**src/rtl/multicycle_control_fsm_pkg.sv**
```systemverilog
// Shared encodings for the multicycle control sequencer: state codes,
// opcode class headers, exact opcodes and trap cause codes.
package multicycle_control_fsm_pkg;

  // Control-state encodings (4 bits; 13..15 are unused and trap)
  localparam logic [3:0] S_IF        = 4'd0;
  localparam logic [3:0] S_RF        = 4'd1;
  localparam logic [3:0] S_IMM_INJ3  = 4'd2;
  localparam logic [3:0] S_ALU_R3    = 4'd3;
  localparam logic [3:0] S_ALU_RI3   = 4'd4;
  localparam logic [3:0] S_ALU4      = 4'd5;
  localparam logic [3:0] S_BRANCH3   = 4'd6;
  localparam logic [3:0] S_MEM_REF3  = 4'd7;
  localparam logic [3:0] S_LOAD4     = 4'd8;
  localparam logic [3:0] S_STORE4    = 4'd9;
  localparam logic [3:0] S_LOAD5     = 4'd10;
  localparam logic [3:0] S_JUMP3     = 4'd11;
  localparam logic [3:0] S_TRAP      = 4'd12;

  // Exact opcodes within the 6-bit header view
  localparam logic [5:0] OP_LD   = 6'b101000;
  localparam logic [5:0] OP_STR  = 6'b101001;
  localparam logic [5:0] OP_JUMP = 6'b110000;
  localparam logic [5:0] OP_LDI  = 6'b110001;

  // Trap cause codes
  localparam logic [1:0] CAUSE_NONE    = 2'd0;
  localparam logic [1:0] CAUSE_ILLEGAL = 2'd1;
  localparam logic [1:0] CAUSE_TIMEOUT = 2'd2;

  // Instruction class produced by the RF-stage classifier
  typedef enum logic [2:0] {
    CLS_ALU_R,
    CLS_ALU_RI,
    CLS_BRANCH,
    CLS_MEM_REF,
    CLS_JUMP,
    CLS_LDI,
    CLS_ILLEGAL
  } op_class_t;

endpackage

```
**src/rtl/multicycle_control_fsm_mem_wait_timer.sv**
```systemverilog
// Saturating wait-state counter for data-memory accesses. Flags when the
// count has reached the configured timeout.
module multicycle_control_fsm_mem_wait_timer #(
  parameter int MEM_TIMEOUT = 15,
  parameter int TMO_W       = 8
) (
  input  logic clk,
  input  logic rst,
  input  logic clr,
  input  logic en,
  output logic timeout
);

  logic [TMO_W-1:0] cnt;

  // Count not-ready cycles; clear has priority, count saturates at all-ones
  always_ff @(posedge clk) begin
    if (rst || clr) begin
      cnt <= '0;
    end else if (en && (cnt != {TMO_W{1'b1}})) begin
      cnt <= cnt + 1'b1;
    end
  end

  assign timeout = (cnt == TMO_W'(MEM_TIMEOUT));

endmodule

```
**src/rtl/multicycle_control_fsm.sv**
```systemverilog
// Multicycle control sequencer: IF -> RF -> class-specific states, with
// memory ready handshakes, bounded data-memory wait and a sticky trap.
module multicycle_control_fsm
  import multicycle_control_fsm_pkg::*;
#(
  parameter int OPCODE_W    = 6,
  parameter int MEM_TIMEOUT = 15,
  parameter int TMO_W       = 8
) (
  input  logic                clk,
  input  logic                rst,
  input  logic [OPCODE_W-1:0] opcode,
  input  logic                imem_ready,
  input  logic                dmem_ready,
  output logic [3:0]          state,
  output logic                ir_write,
  output logic                pc_write,
  output logic                reg_write,
  output logic                mem_read,
  output logic                mem_write,
  output logic                retire,
  output logic                trap,
  output logic [1:0]          trap_cause
);

  logic [3:0] state_q, state_d;
  logic [1:0] cause_q, cause_d;
  logic [5:0] op_hdr;
  op_class_t  op_cls;
  logic       in_wait, tmr_clr, tmr_en, tmr_timeout;

  // Class headers live in the opcode MSBs
  assign op_hdr = opcode[OPCODE_W-1 -: 6];

  // Classify the opcode header into an instruction class
  always_comb begin
    op_cls = CLS_ILLEGAL;
    casez (op_hdr)
      6'b00????: op_cls = CLS_ALU_R;
      6'b01????: op_cls = CLS_ALU_RI;
      6'b100???: op_cls = CLS_BRANCH;
      6'b101???: op_cls = CLS_MEM_REF;
      6'b110000: op_cls = CLS_JUMP;
      6'b110001: op_cls = CLS_LDI;
      default:   op_cls = CLS_ILLEGAL;
    endcase
  end

  // Counter runs only while stalled in a memory state; any other state or a
  // completed access clears it, so every entry to LOAD4/STORE4 starts at zero
  assign in_wait = (state_q == S_LOAD4) || (state_q == S_STORE4);
  assign tmr_en  = in_wait && !dmem_ready;
  assign tmr_clr = !in_wait || dmem_ready;

  multicycle_control_fsm_mem_wait_timer #(
    .MEM_TIMEOUT (MEM_TIMEOUT),
    .TMO_W       (TMO_W)
  ) u_wait_timer (
    .clk     (clk),
    .rst     (rst),
    .clr     (tmr_clr),
    .en      (tmr_en),
    .timeout (tmr_timeout)
  );

  // Next-state and trap-cause selection
  always_comb begin
    state_d = state_q;
    cause_d = cause_q;
    case (state_q)
      S_IF: if (imem_ready) state_d = S_RF;
      S_RF: begin
        case (op_cls)
          CLS_ALU_R:   state_d = S_ALU_R3;
          CLS_ALU_RI:  state_d = S_ALU_RI3;
          CLS_BRANCH:  state_d = S_BRANCH3;
          CLS_MEM_REF: state_d = S_MEM_REF3;
          CLS_JUMP:    state_d = S_JUMP3;
          CLS_LDI:     state_d = S_IMM_INJ3;
          default: begin
            state_d = S_TRAP;
            cause_d = CAUSE_ILLEGAL;
          end
        endcase
      end
      S_ALU_R3, S_ALU_RI3: state_d = S_ALU4;
      S_MEM_REF3: begin
        if (op_hdr == OP_LD) begin
          state_d = S_LOAD4;
        end else if (op_hdr == OP_STR) begin
          state_d = S_STORE4;
        end else begin
          state_d = S_TRAP;
          cause_d = CAUSE_ILLEGAL;
        end
      end
      S_LOAD4, S_STORE4: begin
        // A ready on the timeout cycle still counts as a completed access
        if (dmem_ready) begin
          state_d = (state_q == S_LOAD4) ? S_LOAD5 : S_IF;
        end else if (tmr_timeout) begin
          state_d = S_TRAP;
          cause_d = CAUSE_TIMEOUT;
        end
      end
      S_ALU4, S_LOAD5, S_BRANCH3, S_JUMP3, S_IMM_INJ3: state_d = S_IF;
      S_TRAP: state_d = S_TRAP;
      default: begin
        state_d = S_TRAP;
        cause_d = CAUSE_ILLEGAL;
      end
    endcase
  end

  // State and cause registers; reset overrides everything including TRAP
  always_ff @(posedge clk) begin
    if (rst) begin
      state_q <= S_IF;
      cause_q <= CAUSE_NONE;
    end else begin
      state_q <= state_d;
      cause_q <= cause_d;
    end
  end

  // Moore strobes (IF qualified by imem_ready, STORE4 exit by dmem_ready),
  // all held low while reset is asserted
  assign state      = state_q;
  assign ir_write   = !rst && (state_q == S_IF) && imem_ready;
  assign pc_write   = !rst && (((state_q == S_IF) && imem_ready) ||
                               (state_q == S_BRANCH3) || (state_q == S_JUMP3));
  assign reg_write  = !rst && ((state_q == S_ALU4) || (state_q == S_LOAD5) ||
                               (state_q == S_IMM_INJ3));
  assign mem_read   = !rst && (state_q == S_LOAD4);
  assign mem_write  = !rst && (state_q == S_STORE4);
  assign retire     = !rst && ((state_q == S_ALU4) || (state_q == S_LOAD5) ||
                               (state_q == S_BRANCH3) || (state_q == S_JUMP3) ||
                               (state_q == S_IMM_INJ3) ||
                               ((state_q == S_STORE4) && dmem_ready));
  assign trap       = !rst && (state_q == S_TRAP);
  assign trap_cause = (!rst && (state_q == S_TRAP)) ? cause_q : CAUSE_NONE;

endmodule

```
**config.mk**
```make
export PLATFORM = sky130hd
export DESIGN_NAME = multicycle_control_fsm
export DESIGN_NICKNAME = d
export VERILOG_FILES = /design/src/rtl/multicycle_control_fsm_pkg.sv /design/src/rtl/multicycle_control_fsm_mem_wait_timer.sv /design/src/rtl/multicycle_control_fsm.sv
export SDC_FILE = /design/constraint.sdc
export NUM_CORES = 1
export LEC_CHECK = 0
export ABC_CLOCK_PERIOD_IN_PS = 3400
export CAP_MARGIN = 20
export CORE_MARGIN = 1
export CORE_UTILIZATION = 40
export DETAILED_ROUTE_END_ITERATION = 8
export PLACE_DENSITY = 0.69
export SLEW_MARGIN = 20
export SYNTH_ARGS = -nofsm -noshare
export SYNTH_HDL_FRONTEND = slang
export SYNTH_SLANG_ARGS = --single-unit
```
**constraint.sdc**
```tcl
create_clock -name clk -period 3.4 [get_ports clk]
set_input_delay 0.51 -clock clk [delete_from_list [all_inputs] [get_ports clk]]
set_output_delay 0.51 -clock clk [all_outputs]
set_load 0.02 [all_outputs]
```
Yosys cells after proc, flatten, opt, wreduce, memory -nomap -nowiden
Cells that the tools add are included.
- add/sub/neg operators: 1
- eq/ne operators: 33
- mux-type cells: 16
- bitwise operators: 1
- reduce and logical (&&, ||, !) cells: 36
- operators with widths (operator ; count):
    4-bit one-hot mux with 6 select lines ; 2
    6-bit == test (second input constant) ; 4
    4-bit == test (second input constant) ; 5
    3-bit one-hot mux with 6 select lines ; 1
    4-bit by 3-bit == test with 1-bit output (second input constant) ; 4
    4-bit two-way mux ; 4
    3-bit == test (second input constant) ; 4
    1-bit logical AND ; 12
    2-bit two-way mux ; 6
    2-bit inequality test (second input constant) ; 6
    1-bit logical OR ; 11
    9-bit OR reduction ; 1
    8-bit by 1-bit adder with 8-bit output (second input constant) ; 1
    4-bit by 2-bit == test with 1-bit output (second input constant) ; 2
    8-bit by 4-bit == test with 1-bit output (second input constant) ; 1
    8-bit inequality test (second input constant) ; 1
    2-bit one-hot mux with 4 select lines ; 1
    3-bit by 2-bit == test with 1-bit output (second input constant) ; 2
    3-bit two-way mux ; 2
    6-bit AND reduction ; 1
    6-bit OR reduction ; 1
    5-bit OR reduction ; 1
    4-bit by 1-bit == test with 1-bit output (second input constant) ; 1
    4-bit zero test ; 1
    other kinds (9) ; 12
- register bits: 14
- input bits: 10
- output and inout bits: 13
- logic and storage cells: 90

Logic depth before layout (Yosys ltp)
- depth after elaboration: 7
- gate-level depth with buffers: 9
- depth with buffers taken out: 9

Cells and area by module
Synthesis repeated with hierarchy kept, for this count alone.
- cells, all modules: 150
- area, all modules: 1179.9 um^2
- modules (own cells, without submodules) (module ; times used ; cells each ; area each (um^2) ; sequential area each (um^2)):
    multicycle_control_fsm ; 1 ; 102 ; 745.7 ; 120.1
    multicycle_control_fsm_mem_wait_timer ; 1 ; 48 ; 434.2 ; 160.2

Worst setup path after synthesis
Ideal clock, no wire load.
- path kind: input to register
- start: input opcode[4]
- end: register state_q[3] (netlist: state[3])
- setup time: 0.074 ns
- arrival: 2.187 ns
- data required time: 3.326 ns
- path slack: 1.138 ns
- stages: 8
- buffers on the path: 0
- cells stage by stage: ha_1 nor4b_2 ha_1 or3b_1 mux2i_1 a21oi_1 a311o_1 a31oi_1
- cells in the longest elaborated chain, start to end: 5
- elaborated cells between the ends (all ways): 15
- those cells by class: eq/ne: 10; mux: 3; reduce/logical: 2
- ends and longest elaborated chain (element ; RTL line ; source):
    start: declaration ; multicycle_control_fsm.sv:12 ; input logic [OPCODE_W-1:0] opcode,
    6-bit == test (tied with other cells) ; multicycle_control_fsm.sv:38 ; casez (op_hdr)
    3-bit one-hot mux with 6 select lines * ; multicycle_control_fsm.sv:38 ;
    3-bit == test (tied with other cells) ; multicycle_control_fsm.sv:73 ; case (op_cls)
    4-bit one-hot mux with 6 select lines * ; multicycle_control_fsm.sv:73 ;
    4-bit one-hot mux with 6 select lines * ; multicycle_control_fsm.sv:70 ; case (state_q)
    end signal: assignment ; multicycle_control_fsm.sv:121 ; state_q <= state_d;
    end: declaration ; multicycle_control_fsm.sv:26 ; logic [3:0] state_q, state_d;
Every way passes the cells marked *; elsewhere a longest branch is shown, timed or not.
A chain may end at the register's enable or synchronous reset.

Worst setup path in the final report
- start: input imem_ready
- end: output pc_write
- cells in the longest elaborated chain, start to end: 4
- ends and longest elaborated chain (element ; RTL line ; source):
    start: declaration ; multicycle_control_fsm.sv:13 ; input logic imem_ready,
    1-bit logical AND ; multicycle_control_fsm.sv:130 ; assign pc_write = !rst && (((state_q == S_IF) && imem_ready) ||
    1-bit logical OR ; multicycle_control_fsm.sv:130 ;
    1-bit logical OR ; multicycle_control_fsm.sv:131 ; (state_q == S_BRANCH3) || (state_q == S_JUMP3));
    1-bit logical AND ; multicycle_control_fsm.sv:130 ;
    end: declaration ; multicycle_control_fsm.sv:17 ; output logic pc_write,
Every way passes these cells.

==> run metrics <==
Seq/Total Area, Yosys 0.243; Initial Util 0.422; Yosys reg bits 14; Syn Area/Cell about 7.6 um^2; Static Leakage about 0.00054 uW; unique cell type count in the Yosys netlist 42; CP Capture Type output pin; Die Wd ~56 um; fin nets about 190; Setup Crit Path Kind in2out; maximum clock path buffer count 2; synth top area cells dfxtp_1 (24%), ha_1 (8.7%), nor2_1 (4.9%); routability cong. 0.891; Setup Skew about 2.5 ps; CTS buffer count 3; RSZ-0062 raised after global routing no; Area growth, synth to finish 23.0%; H-tree depth 1; GR Overflow Total 0; placed cell area around 0.0014 mm^2; most frequent cell after synthesis nor2_1; io pins 23; crit-path leading delay family buffers and inverters; root buffer cell clkbuf_4; detailed-route wire length per cell 13.2 um; CTS tree done; Worst path max stage delay approximately 630 ps; power per standard cell area between 500 and 600 mW/mm^2; CTS Sinks 14; fill cell total of the finished layout between 200 and 300; initial DRC count 26; die area 0.00311 mm^2; startpoint types input pin; Pre-antenna DRT Iters 5; Tightest Pin Transition approximately 750 ps; number of flops mapped to enable cells by yosys 0; crit path cell chain clkdlybuf4s50_1 > nor3b_1 > a21oi_1 > or3_1 > a21oi_1 > clkdlybuf4s50_1; antenna viol nets, final 0; CP Max Fanout 5; CP max stage cell clkdlybuf4s50_1; largest net degree at the start of global routing 23; vias in the first global route roughly 1.1k; Post-synth ARST share 0; Routed WL roughly 2600 um; Tot GR Track Use 0.182; fin crit share 0.862; vias per cell ~5.8; sequential power share 0.368; critical path buffer and inverter count 2; hold buffers post-CTS 0; total negative slack 0 ps; PostCTS Resize Cnt 0; DP HPWL slightly below 2000 um; DRC 0; Worst EP arrival roughly 2400 ps; peak supply drop 0.335 mV; worst relative slew slack 0.497; max-slew violation count 0; Final min period between 2000 and 3000 ps; Worst EP required 2890 ps; Gate Count Post-Synth between 150 and 200; area of the core between 0.002 and 0.003 mm^2; combinational group share of total power 0.475; cell area after layout between 0.001 and 0.0015 mm^2; FMAX 0.341 GHz; Buffers on Ports 22; first-pass GRT wire length approximately 4700 um; initial antenna violation count 0; status finished, final reports clean; Max-Cap Viols 0; worst skew pair latency 270 ps; syn_nets between 150 and 200; postcts setup bufs 0; switching share of power 0.428; total number of vias around 1.2k; Final Hold Fails 0; clock power share 0.157; Synth Cell Area 0.00115 mm^2; clk slew on worst S/H paths about 90 ps; layout cells sized above 1 0.0473; Pint approximately 440 uW; sw power about 330 uW; setup violators final 0; FP Rows 19; antenna cells 0; Worst Hold Class reg2reg; Yosys top cell area share 0.243; Synth area leader dfxtp_1; Syn. warnings 0; die height 55.7 um; commonest register cell after synthesis dfxtp_1; fin util 0.519; commonest cells in the netlist nor2_1 (15), dfxtp_1 (14), nand2_1 (11), o21ai_0 (11), inv_1 (10)
[final cells by class]
cell class / count / area, um^2 / share of cell area
flip-flops and latches: 14 / 280 / 0.197
multi-input cells: 118 / 800 / 0.563
repair buffers: 23 / 228 / 0.160
clock buffers: 4 / 36.3 / 0.0256
inverters: 10 / 37.5 / 0.0264
well taps: 31 / 38.8 / 0.0273
[worst min-delay path, stage by stage, from the launching register on]
cell	delay (ps)
dfxtp_1	320
nand2_1	50
o22ai_1	60
[sequential cells by signal, indices dropped and copies added (netlist names)]
register and count:
state 4, u_wait_timer.cnt 8, cause_q 2
[cells in the final DEF (no fill, tap or decap), drive strengths merged, types with 3 or more instances in the layout]
master	instances
clkdlybuf4s50	22
nor2	15
dfxtp	14
nand2	11
o21ai	11
inv	10
a21oi	9
ha	8
nand2b	5
nand4	4
nor3b	4
or3	4
xor2	4
clkbuf	4
a31oi	3
nor3	3
mux2i	3
nor4b	3
[power by group through the flow]
stage | sequential, uW | combinational, uW | clock [uW]
6_report | 280 | 362 | 120
5_1_grt | 293 | 403 | 129
4_1_cts | 278 | 363 | 125
3_5_place_dp | 282 | 361 | 0
3_3_place_gp | 280 | 355 | 0
2_1_floorplan | 231 | 286 | 0
[through the flow]
stage               setup slack [ps]  total power (uW)  cells  hold slack [ps]
finish                           470               762    200              465
global route                     295               825    200              504
CTS                              454               766    200              462
detailed placement               410               644    196              449
global placement                 513               635    196              444
floorplan                       1140               517    151              431
[cells by family after synthesis]
| group | share of synthesized area |
|---|---|
| AOI/OAI and AO/OA | 0.220 |
| muxes | 0.0260 |
| xor gates and xnor gates | 0.0303 |
| adders and majority gates | 0.0867 |
| and+or+nand+nor | 0.329 |
| buffers and inverters | 0.0650 |
| DFF | 0.243 |
[per-layer routing]
metal,vias to the layer above,track usage,share of wire
met2,28,0.301,0.47
met5,-,0,0
li1,580,-,-
met4,0,0.0500,0.018
met3,4,0.0302,0.038
met1,546,0.244,0.48
[final timing paths]
path               from         end  slack (ps)  depth (start not counted)
max          imem_ready    pc_write         470                          6
min          cause_q[0]  cause_q[0]         460                          2
max reg2reg    state[0]  cause_q[0]        1240                          5
min reg2reg  cause_q[0]  cause_q[0]         460                          2
No activity file was read; power rests on OpenSTA's default activity.
